`config.mk`:
```
export PLATFORM = sky130hd
export DESIGN_NAME = serial_add_arbiter_flat
export DESIGN_NICKNAME = d
export VERILOG_FILES = /design/src/rtl/serial_add_arbiter_if.sv /design/src/rtl/serial_add_arbiter.sv /design/src/flat_wrapper.sv
export SDC_FILE = /design/constraint.sdc
export NUM_CORES = 1
export LEC_CHECK = 0
export CORE_ASPECT_RATIO = 1.25
export CORE_MARGIN = 2
export CORE_UTILIZATION = 35
export CTS_CLUSTER_DIAMETER = 80
export DETAILED_ROUTE_END_ITERATION = 10
export PLACE_DENSITY_LB_ADDON = 0.2
export SYNTH_ARGS = -nofsm -noshare
export SYNTH_HDL_FRONTEND = slang
export SYNTH_SLANG_ARGS = --single-unit
```
`constraint.sdc`:
```
create_clock -name clk -period 3.5 [get_ports clk]
set_clock_uncertainty 0.15 [all_clocks]
set_input_delay 0.7 -clock clk [delete_from_list [all_inputs] [get_ports clk]]
set_output_delay 0.7 -clock clk [all_outputs]
set_load 0.02 [all_outputs]
```
`src/rtl/serial_add_arbiter_if.sv`:
```
// Requester-facing bundle of serial_add_arbiter: request/operand lines in,
// grant, status and result out.
interface serial_add_arbiter_if #(
    parameter int WIDTH = 8,
    parameter int N_REQ = 4
);
    localparam int IDW = $clog2(N_REQ);

    logic [N_REQ-1:0]       req;
    logic [N_REQ*WIDTH-1:0] a_in;
    logic [N_REQ*WIDTH-1:0] b_in;
    logic [N_REQ-1:0]       gnt;
    logic                   busy;
    logic                   done;
    logic [IDW-1:0]         done_id;
    logic [WIDTH:0]         sum_out;

    modport master (
        output req, a_in, b_in,
        input  gnt, busy, done, done_id, sum_out
    );

    modport slave (
        input  req, a_in, b_in,
        output gnt, busy, done, done_id, sum_out
    );
endinterface

```
`src/rtl/serial_add_arbiter.sv`:
```
// Shares one bit-serial adder between N_REQ requesters via round-robin arbitration.
// Optional macro SA_FIXED_PRI_EN: lowest requesting index always wins (no pointer).
module serial_add_arbiter #(
    parameter int WIDTH = 8,
    parameter int N_REQ = 4
) (
    input logic                 clk,
    input logic                 reset,
    serial_add_arbiter_if.slave bus
);
    localparam int IDW = $clog2(N_REQ);
    localparam int CW  = $clog2(WIDTH);

    typedef enum logic [1:0] {
        IDLE,
        LOAD,
        SHIFT,
        DONE
    } state_t;

    state_t           state;
    state_t           state_nxt;

    logic [IDW-1:0]   idx;
    logic [IDW-1:0]   pick;
    logic             pick_vld;

    logic [WIDTH-1:0] a_sel;
    logic [WIDTH-1:0] b_sel;
    logic [WIDTH-1:0] a_sr;
    logic [WIDTH-1:0] b_sr;
    logic [WIDTH-2:0] sum_sr;
    logic [WIDTH-1:0] sum_nxt;
    logic             carry;
    logic             fa_s;
    logic             fa_c;
    logic [CW-1:0]    cnt;
    logic             last_bit;

    logic [WIDTH:0]   sum_q;
    logic [IDW-1:0]   done_id_q;
    logic [N_REQ-1:0] gnt_d;
    logic             busy_d;
    logic             done_d;

`ifndef SA_FIXED_PRI_EN
    logic [IDW-1:0]   ptr;
    int unsigned      rr_j;
`endif

    // Winner selection from the live request vector; only consumed in IDLE.
    always_comb begin
        pick     = '0;
        pick_vld = 1'b0;
`ifdef SA_FIXED_PRI_EN
        for (int unsigned i = N_REQ; i > 0; i--) begin
            if (bus.req[IDW'(i - 1)]) begin
                pick     = IDW'(i - 1);
                pick_vld = 1'b1;
            end
        end
`else
        rr_j = 0;
        for (int unsigned k = 0; k < N_REQ; k++) begin
            rr_j = 32'(ptr) + k;
            if (rr_j >= N_REQ) begin
                rr_j = rr_j - N_REQ;
            end
            if (!pick_vld && bus.req[IDW'(rr_j)]) begin
                pick     = IDW'(rr_j);
                pick_vld = 1'b1;
            end
        end
`endif
    end

    always_comb begin
        a_sel = '0;
        b_sel = '0;
        for (int unsigned i = 0; i < N_REQ; i++) begin
            if (idx == IDW'(i)) begin
                a_sel = bus.a_in[i*WIDTH +: WIDTH];
                b_sel = bus.b_in[i*WIDTH +: WIDTH];
            end
        end
    end

    assign fa_s     = a_sr[0] ^ b_sr[0] ^ carry;
    assign fa_c     = (a_sr[0] & b_sr[0]) | (a_sr[0] & carry) | (b_sr[0] & carry);
    assign last_bit = (cnt == CW'(WIDTH - 1));

    // SIPO keeps WIDTH-1 bits; the final sum bit and carry go straight into
    // sum_out on the last shift so the result is valid during DONE.
    assign sum_nxt  = {fa_s, sum_sr};

    always_ff @(posedge clk) begin
        if (reset) begin
            state <= IDLE;
        end else begin
            state <= state_nxt;
        end
    end

    always_comb begin
        state_nxt = state;
        gnt_d     = '0;
        busy_d    = 1'b1;
        done_d    = 1'b0;
        unique case (state)
            IDLE: begin
                busy_d = 1'b0;
                if (pick_vld) begin
                    state_nxt = LOAD;
                end
            end
            LOAD: begin
                gnt_d[idx] = 1'b1;
                state_nxt  = SHIFT;
            end
            SHIFT: begin
                if (last_bit) begin
                    state_nxt = DONE;
                end
            end
            DONE: begin
                done_d    = 1'b1;
                state_nxt = IDLE;
            end
            default: state_nxt = IDLE;
        endcase
    end

    always_ff @(posedge clk) begin
        if (reset) begin
            idx       <= '0;
            a_sr      <= '0;
            b_sr      <= '0;
            sum_sr    <= '0;
            carry     <= 1'b0;
            cnt       <= '0;
            sum_q     <= '0;
            done_id_q <= '0;
`ifndef SA_FIXED_PRI_EN
            ptr       <= '0;
`endif
        end else begin
            unique case (state)
                IDLE: begin
                    if (pick_vld) begin
                        idx <= pick;
`ifndef SA_FIXED_PRI_EN
                        ptr <= (pick == IDW'(N_REQ - 1)) ? '0 : pick + IDW'(1);
`endif
                    end
                end
                LOAD: begin
                    a_sr  <= a_sel;
                    b_sr  <= b_sel;
                    carry <= 1'b0;
                    cnt   <= '0;
                end
                SHIFT: begin
                    a_sr   <= a_sr >> 1;
                    b_sr   <= b_sr >> 1;
                    carry  <= fa_c;
                    sum_sr <= sum_nxt[WIDTH-1:1];
                    cnt    <= cnt + CW'(1);
                    if (last_bit) begin
                        sum_q     <= {fa_c, sum_nxt};
                        done_id_q <= idx;
                    end
                end
                default: ;
            endcase
        end
    end

    assign bus.gnt     = gnt_d;
    assign bus.busy    = busy_d;
    assign bus.done    = done_d;
    assign bus.done_id = done_id_q;
    assign bus.sum_out = sum_q;
endmodule

```
`src/flat_wrapper.sv`:
```
// flat-port wrapper written by rule: the top's interface ports become plain ports
module serial_add_arbiter_flat 
#(
    parameter int WIDTH = 8,
    parameter int N_REQ = 4
)
  (clk, reset, bus_req, bus_a_in, bus_b_in, bus_gnt, bus_busy, bus_done, bus_done_id, bus_sum_out);
  serial_add_arbiter_if #(.WIDTH(WIDTH), .N_REQ(N_REQ)) bus_i ();
  input logic clk;
  input logic reset;
  input wire logic [$bits(bus_i.req)-1:0] bus_req;
  input wire logic [$bits(bus_i.a_in)-1:0] bus_a_in;
  input wire logic [$bits(bus_i.b_in)-1:0] bus_b_in;
  output wire logic [$bits(bus_i.gnt)-1:0] bus_gnt;
  output wire logic [$bits(bus_i.busy)-1:0] bus_busy;
  output wire logic [$bits(bus_i.done)-1:0] bus_done;
  output wire logic [$bits(bus_i.done_id)-1:0] bus_done_id;
  output wire logic [$bits(bus_i.sum_out)-1:0] bus_sum_out;
  assign bus_i.req = bus_req;
  assign bus_i.a_in = bus_a_in;
  assign bus_i.b_in = bus_b_in;
  assign bus_gnt = bus_i.gnt;
  assign bus_busy = bus_i.busy;
  assign bus_done = bus_i.done;
  assign bus_done_id = bus_i.done_id;
  assign bus_sum_out = bus_i.sum_out;
  serial_add_arbiter #(.WIDTH(WIDTH), .N_REQ(N_REQ)) u_core (.clk(clk), .reset(reset), .bus(bus_i));
endmodule
```
* After elaboration in Yosys (flattened, before gate mapping)
Index checks and enable logic that the tools add are counted.
** Word-level totals
- Word-level logic and storage cells :: 100
- Input bits :: 70
- Output and inout port bits :: 17
- Register bits :: 44
** Cells by class
- Equal/unequal tests :: 10
- Bitwise operators :: 7
- Order comparisons :: 10
- Add/sub/neg operators :: 9
- Muxes and demuxes :: 41
- Reductions and logical operators :: 13
** Operator list (count)
- $mux 8 :: 8
- $pmux 8 s2 :: 2
- $mux 2 :: 11
- $lt 2x3->1 const B :: 5
- $mux 1 :: 11
- $eq 2x2->1 const B :: 5
- $ge 3x3->1 const B :: 3
- $bmux 1 s2 :: 4
- $pmux 2 s4 :: 1
- $sub 2x1->2 const B :: 4
- $add 2x2->3 const B :: 2
- $pmux 3 s2 :: 1
- $reduce_and 2->1 :: 3
- $eq 2x1->1 const B :: 2
- $logic_and 1x1->1 :: 4
- $logic_not 2->1 :: 2
- $mux 4 :: 1
- $ne 2x1->1 const B :: 2
- $add 2x1->3 const B :: 1
- $add 3x1->3 const B :: 1
- $and 1x1->1 :: 3
- $eq 3x3->1 const B :: 1
- $ge 2x3->1 const B :: 1
- $logic_not 1->1 :: 3
- 7 further kinds :: 9

* Longest topological paths before layout
Gate-level depths: netlist of run 1.
- Word-level depth :: 16
- Depth in mapped cells :: 7
- Mapped depth without buffers :: 7

* Worst setup path before layout of run 1
No wires, ideal clock.
- Path kind :: register to output
- Start :: register u_core.state[1]
- End :: output port bus_gnt[0]
- Arrival :: 1125 ps
- Slack :: 1525 ps
- Data required time :: 2650 ps
- Buffers on the path :: 0
- Cell stages (with the launch flop) :: 4
- Path through :: dfxtp_1 -> inv_1 -> ha_1 -> nor3b_1
** Between the ends
- Cells in the longest elaborated chain, start to end :: 2
** Ends and longest elaborated chain
- start: declaration :: line serial_add_arbiter.sv:21 : state_t state;
- start signal: assignment :: line serial_add_arbiter.sv:100 : state <= state_nxt;
- $eq 2x1->1 :: line serial_add_arbiter.sv:109 : unique case (state)
- $mux 4 :: line serial_add_arbiter.sv:109
- end: declaration :: line flat_wrapper.sv:14 : output wire logic [$bits(bus_i.gnt)-1:0] bus_gnt;
No other way between the ends.

* Worst setup path in the final report of run 1
Ends and elaborated chain as after synthesis.

==> results of run 1 <==
## synth_stat cells, types with 2 or more instances
master,n
dfxtp_1,44
nor2_1,32
nand2_1,26
a21oi_1,23
mux2i_1,22
a211oi_1,16
mux4_2,16
clkbuf_1,10
ha_1,7
inv_1,5
nand2b_1,5
buf_2,4
nor2b_1,4
nand3_1,3
o21ai_0,2
## critical path, cell delays in order, from the launching register on
cell	delay (ns)
dfxtp_1	0.34
inv_1	0.12
ha_1	0.21
nor3b_1	0.22
clkdlybuf4s50_1	0.64
## routing by layer
metal  vias to the layer above  GRT usage [%]
met5                         -              0
met4                         0          3.636
met3                         2          2.936
met2                        54          27.41
met1                       907          14.86
li1                        997              -
## power by group
| group | internal (W) | total, W | switching, W | leakage [nW] |
|---|---|---|---|---|
| Combinational | 0.000486 | 0.000960 | 0.000473 | 0.758 |
| Sequential | 0.000625 | 0.000708 | 0.0000826 | 0.359 |
| Clock | 0.000135 | 0.000305 | 0.000169 | 0.0400 |
| Total | 0.00125 | 0.00197 | 0.000725 | 1.16 |
## how the worst max path moves through the flow
stage	startpoint	end	slack (ns)	cells after the start
after floorplan	u_core.state[1]	bus_gnt[0]	1.53	3
after global placement	u_core.state[1]	bus_gnt[0]	1.15	4
after detailed placement	bus_req[3]	u_core.ptr[1]	1.09	6
after CTS	u_core.state[1]	bus_gnt[0]	0.80	4
after global routing	u_core.state[1]	bus_gnt[0]	0.73	4
final	u_core.state[1]	bus_gnt[0]	0.84	4
## logic make-up after synthesis
logic type / Yosys count
AO/OA/AOI/OAI: 44
XOR/XNOR: 1
adder cells (fa/ha/maj): 8
buffers and inverters: 24
flip-flops: 44
multiplexers: 39
AND/OR/NAND/NOR: 77
## placed cells by master, fill, tap and decap left out
cell | Yosys | layout
and3b_1 | 1 | 1
clkbuf_8 | 1 | 5
inv_2 | 1 | 1
nor3_1 | 1 | 1
dfxtp_1 | 44 | 44
fa_1 | 1 | 1
clkinvlp_4 | 0 | 1
a221oi_2 | 1 | 1
ha_2 | 0 | 1
nand2b_1 | 5 | 5
nand3_1 | 3 | 3
xnor2_1 | 1 | 1
clkinv_2 | 0 | 1
clkdlybuf4s50_1 | 0 | 85
a22o_1 | 1 | 1
mux4_2 | 16 | 16
nor3b_1 | 1 | 1
mux2i_1 | 22 | 22
nor2_1 | 32 | 32
nor4_2 | 1 | 1
o21ai_0 | 2 | 2
a211oi_1 | 16 | 16
mux2_2 | 1 | 1
and2_1 | 1 | 1
a211oi_2 | 1 | 1
buf_2 | 4 | 1
nor2_2 | 1 | 1
nor2b_1 | 4 | 4
buf_4 | 1 | 4
inv_1 | 5 | 5
ha_1 | 7 | 6
nand2_1 | 26 | 26
and3_1 | 1 | 1
a21oi_1 | 23 | 23
## layout make-up
type,instances,area [µm²]
multi-input cells,169,1334
fillers,634,3169
clock buffers,5,68.82
well taps,87,108.9
repair buffers,90,885.9
inverters,6,22.52
flip-flops and latches,44,880.8
clock inverters,2,12.51
## state kept, by name, summed over array words and instances (netlist names)
name                count
u_core.state            2
u_core.sum_sr           7
u_core.bus.sum_out      9
u_core.bus.done_id      2
u_core.carry            1
u_core.a_sr             8
u_core.cnt              3
u_core.b_sr             8
u_core.idx              2
u_core.ptr              2
## metrics by stage
step	area, µm²	util [%]
floorplan	2328	-
global placement	3232	49.86
detailed placement	3232	49.86
CTS	3313	51.11
global route	3313	51.11
finish	3313	51.11
==> results.sh, run 1 <==
export IMPL_min_to="u_core.bus.sum_out[0]"
export IMPL_wl_met2_mm=2.687
export IMPL_syn_inst=237
export IMPL_report_final_slew_viol_count=0
export IMPL_synth_xor_area_share_pct=0.3761
export IMPL_place_congestion=0.7816
export IMPL_h_tree_depth=2
export IMPL_wl_mm=5.034
export IMPL_synth_edf_count=0
export IMPL_status="finished, final reports clean"
export IMPL_nets=394
export IMPL_core_rowCount=33
export IMPL_grt_max_degree=45
export IMPL_cts_tree="built"
export IMPL_relSlewSlack_pct=46.97
export IMPL_min_path_type="flip-flop to flip-flop"
export IMPL_routed_top_layer="met4"
export IMPL_period_minus_slack_ns=2.665
export IMPL_synth_seq_cells=44
export IMPL_synth_top_area_share_pct=37.83
export IMPL_dr_pass1_iters=4
export IMPL_min_path_cells=2
export IMPL_io_buffer_count=86
export IMPL_rsz0062_at_grt="false"
export IMPL_r2r_end="u_core.a_sr[2]"
export IMPL_antenna_found_initial=0
export IMPL_wl_met1_mm=2.053
export IMPL_ant_nets=0
export IMPL_tightest_slew_ns=0.7954
export IMPL_total_power_w=0.001972
export IMPL_avgSynthCellArea_um2=9.825
export IMPL_layout_cells_non_filler=403
export IMPL_p_leak_nw=1.158
export IMPL_crit_arrival_ns=1.81
export IMPL_synth_mux_area_share_pct=25.42
export IMPL_top_level_ports=87
export IMPL_syn_nets=315
export IMPL_synth_top_family_by_area="multiplexers"
export IMPL_cts_buffers=5
export IMPL_fin_tns_setup_ns=0
export IMPL_core_region_area_um2=6482
export IMPL_synth_top_area_cell="dfxtp_1"
export IMPL_setup_viol=0
export IMPL_synth_distinct_cells=33
export IMPL_dpl_cell_count=396
export IMPL_syn_area_um2=2328
export IMPL_yosys_area_share_adder_pct=4.621
export IMPL_cts_clk_slew_worst_paths_ns=0.08
export IMPL_r2r_setup_slack_ns=1.46
export IMPL_worstReg2RegStart="u_core.state[0]"
export IMPL_die_w_um=76.96
export IMPL_fmax_ghz=0.3753
export IMPL_grt_pass1_vias=1886
export IMPL_cp_required_ns=2.65
export IMPL_overflow=0
export IMPL_grt_pass1_wl_mm=8.245
export IMPL_diodes=0
export IMPL_ctsResizeCount=0
export IMPL_crit_type="flip-flop to primary output"
export IMPL_drive_above_1_share_pct=11.08
export IMPL_synth_seq_area_share_pct=37.83
export IMPL_num_vias=1960
export IMPL_post_drt_wl_per_cell_um=12.49
export IMPL_cp_start_kind="flip-flop"
export IMPL_synthFlopType="dfxtp_1"
export IMPL_pre_cts_slack_ns=1.088
export IMPL_hold_viol_final=0
export IMPL_die_area_um2=7325
export IMPL_cp_max_fo=4
export IMPL_reg2regPathDepth=5
export IMPL_grt_use_total_pct=13.86
export IMPL_yosysWarningCount=0
export IMPL_clock_path_buffers=2
export IMPL_wl_met3_um=260
export IMPL_viasPerCell=4.864
export IMPL_hold_start="u_core.sum_sr[0]"
export IMPL_start_util_pct=35.92
export IMPL_die_h_um=95.19
export IMPL_drt_iter0_drc=71
export IMPL_maxCapViolCount=0
export IMPL_place_hpwl_mm=3.821
export IMPL_finalWorstSetupSlack_ns=0.8354
export IMPL_synthArstFlopShare_pct=0
export IMPL_clk_insertion_delay_late_ns=0.29
export IMPL_whs_ns=0.3035
export IMPL_hold_buffers=0
export IMPL_cts_setup_buffers=0
export IMPL_areaGrowthSynthToFinish_pct=42.29
export IMPL_powerDensity_nw_per_um2=595.2
export IMPL_root_buffer="clkbuf_8"
export IMPL_end_kind="primary output"
export IMPL_drcViolationCount=0
export IMPL_timing_final_crit_share_pct=76.13
export IMPL_yosys_area_share_simple_pct=14.67
export IMPL_synth_compound_area_share_pct=12.09
export IMPL_peakVddDrop_mv=0.2074
export IMPL_cts_sinks=44
export IMPL_synthTopCellsByArea="dfxtp_1, mux4_2, mux2i_1"
Note: power is estimated with default switching activity, not from simulation.
==> run 2: changes to the inputs <==
- clock period: 3.5 -> 2.2 ns (I/O delays scaled with it)
==> run 2 against run 1 <==
Against the previous run: global-route usage increased by 0.47 points; die area unchanged; via count increased by 1.2%; clock power increased to 2.8 times the previous value; combinational power increased by 64%; wire length increased by 0.79%; first-iteration DRC count increased by 24%; clock-buffer cell count unchanged; critical path depth unchanged; core utilization increased by 1.7 points; worst hold slack improved by 0.0047 ns; largest cell class unchanged.
==> results.sh, run 2 (synthesis gave the netlist of run 1 again) <==
export IMPL_cts_setup_buffers=0
export IMPL_cts_clk_slew_worst_paths_ns=0.08
export IMPL_rsz0062_at_grt="false"
export IMPL_drcViolationCount=0
export IMPL_wl_met2_mm=2.686
export IMPL_reg2regPathDepth=4
export IMPL_relSlewSlack_pct=69.05
export IMPL_dpl_cell_area_um2=3277
export IMPL_dpl_cell_count=397
export IMPL_crit_type="flip-flop to primary output"
export IMPL_layout_common_cells="clkdlybuf4s50_1, dfxtp_1, nor2_1"
export IMPL_ant_nets=0
export IMPL_maxCapViolCount=0
export IMPL_grt_pass1_vias=1922
export IMPL_crit_arrival_ns=1.50
export IMPL_grt_use_total_pct=14.33
export IMPL_hold_viol_final=0
export IMPL_end_kind="primary output"
export IMPL_wl_mm=5.074
export IMPL_min_path_cells=2
export IMPL_overflow=0
export IMPL_cp_required_ns=1.61
export IMPL_h_tree_depth=2
export IMPL_grt_max_degree=45
export IMPL_routed_top_layer="met4"
export IMPL_viasPerCell=4.896
export IMPL_peakVddDrop_mv=0.4516
export IMPL_final_cell_area_um2=3426
export IMPL_areaGrowthSynthToFinish_pct=47.13
export IMPL_powerDensity_nw_per_um2=1033
export IMPL_root_buffer="clkbuf_8"
export IMPL_wl_met1_mm=2.066
export IMPL_report_final_slew_viol_count=0
export IMPL_fmax_ghz=0.4789
export IMPL_dr_pass1_iters=4
export IMPL_drt_iter0_drc=88
export IMPL_min_path_type="flip-flop to flip-flop"
export IMPL_setup_viol=0
export IMPL_tightest_slew_ns=0.4604
export IMPL_core_rowCount=33
export IMPL_fin_tns_setup_ns=0
export IMPL_clock_path_buffers=2
export IMPL_finalWorstSetupSlack_ns=0.1117
export IMPL_cts_sinks=44
export IMPL_cp_start_kind="flip-flop"
export IMPL_top_level_ports=87
export IMPL_pre_cts_slack_ns=0.06150
export IMPL_place_congestion=0.7881
export IMPL_num_vias=1983
export IMPL_timing_final_crit_share_pct=94.92
export IMPL_layout_cells_non_filler=405
export IMPL_wl_met3_um=243
export IMPL_cts_buffers=5
export IMPL_p_leak_nw=1.230
export IMPL_antenna_found_initial=0
export IMPL_total_power_w=0.003539
export IMPL_status="finished, final reports clean"
export IMPL_io_buffer_count=86
export IMPL_clk_insertion_delay_late_ns=0.29
export IMPL_place_hpwl_mm=3.768
export IMPL_die_h_um=95.19
export IMPL_start_util_pct=35.92
export IMPL_largest_register_ffs=9
export IMPL_mostFrequentLayoutCell="clkdlybuf4s50_1"
export IMPL_diodes=0
export IMPL_nets=395
export IMPL_die_w_um=76.96
export IMPL_cp_max_fo=4
export IMPL_period_minus_slack_ns=2.088
export IMPL_grt_pass1_wl_mm=8.369
export IMPL_die_area_um2=7325
export IMPL_post_drt_wl_per_cell_um=12.53
export IMPL_drive_above_1_share_pct=11.95
export IMPL_cts_tree="built"
export IMPL_core_region_area_um2=6482
run 2: worst paths after layout:
kind	from	end	slack [ns]
max	u_core.state[0]	bus_busy	0.11
min	u_core.bus.sum_out[6]	u_core.bus.sum_out[6]	0.31
max reg2reg	u_core.idx[0]	u_core.a_sr[6]	0.37
min reg2reg	u_core.bus.sum_out[6]	u_core.bus.sum_out[6]	0.31
run 2: layer usage:
layer  up-vias  track usage [%]
li1       1008                -
met5         -                0
met3         7            2.746
met1       913            15.10
met2        55            27.70
met4         0            6.212
run 2: critical path, stage by stage (launching register included):
cell and delay [ns]:
dfxtp_1 0.40, inv_1 0.10, ha_1 0.24, inv_1 0.11
dlygate4sd2_1 0.35
run 2: through the flow:
step / util (%) / hold slack (ns)
after floorplan: - / 0.2812
after global placement: 50.55 / 0.2919
after detailed placement: 50.55 / 0.2970
after CTS: 52.90 / 0.3091
after global routing: 52.85 / 0.3347
final: 52.85 / 0.3082
run 2: final cells by class:
cell class              count  area (µm²)
fillers                   627        3057
multi-input cells         169        1334
repair buffers             91       920.9
flip-flops and latches     44       880.8
well taps                  87       108.9
clock inverters             3       90.09
clock buffers               5       68.82
inverters                   6       22.52
run 2: repair_timing:
item / 4_1_cts / 5_1_grt
endpoints found under the setup margin: 5 / 1
cloned: 0 / 0
hold buffers: 0 / 0
resized for setup: 5 / 3
run 2: report_power, final:
| part | total (W) | switching [W] | internal, W |
|---|---|---|---|
| combinational | 0.00157 | 0.000762 | 0.000805 |
| clock | 0.000840 | 0.000273 | 0.000568 |
| sequential | 0.00113 | 0.000138 | 0.000994 |
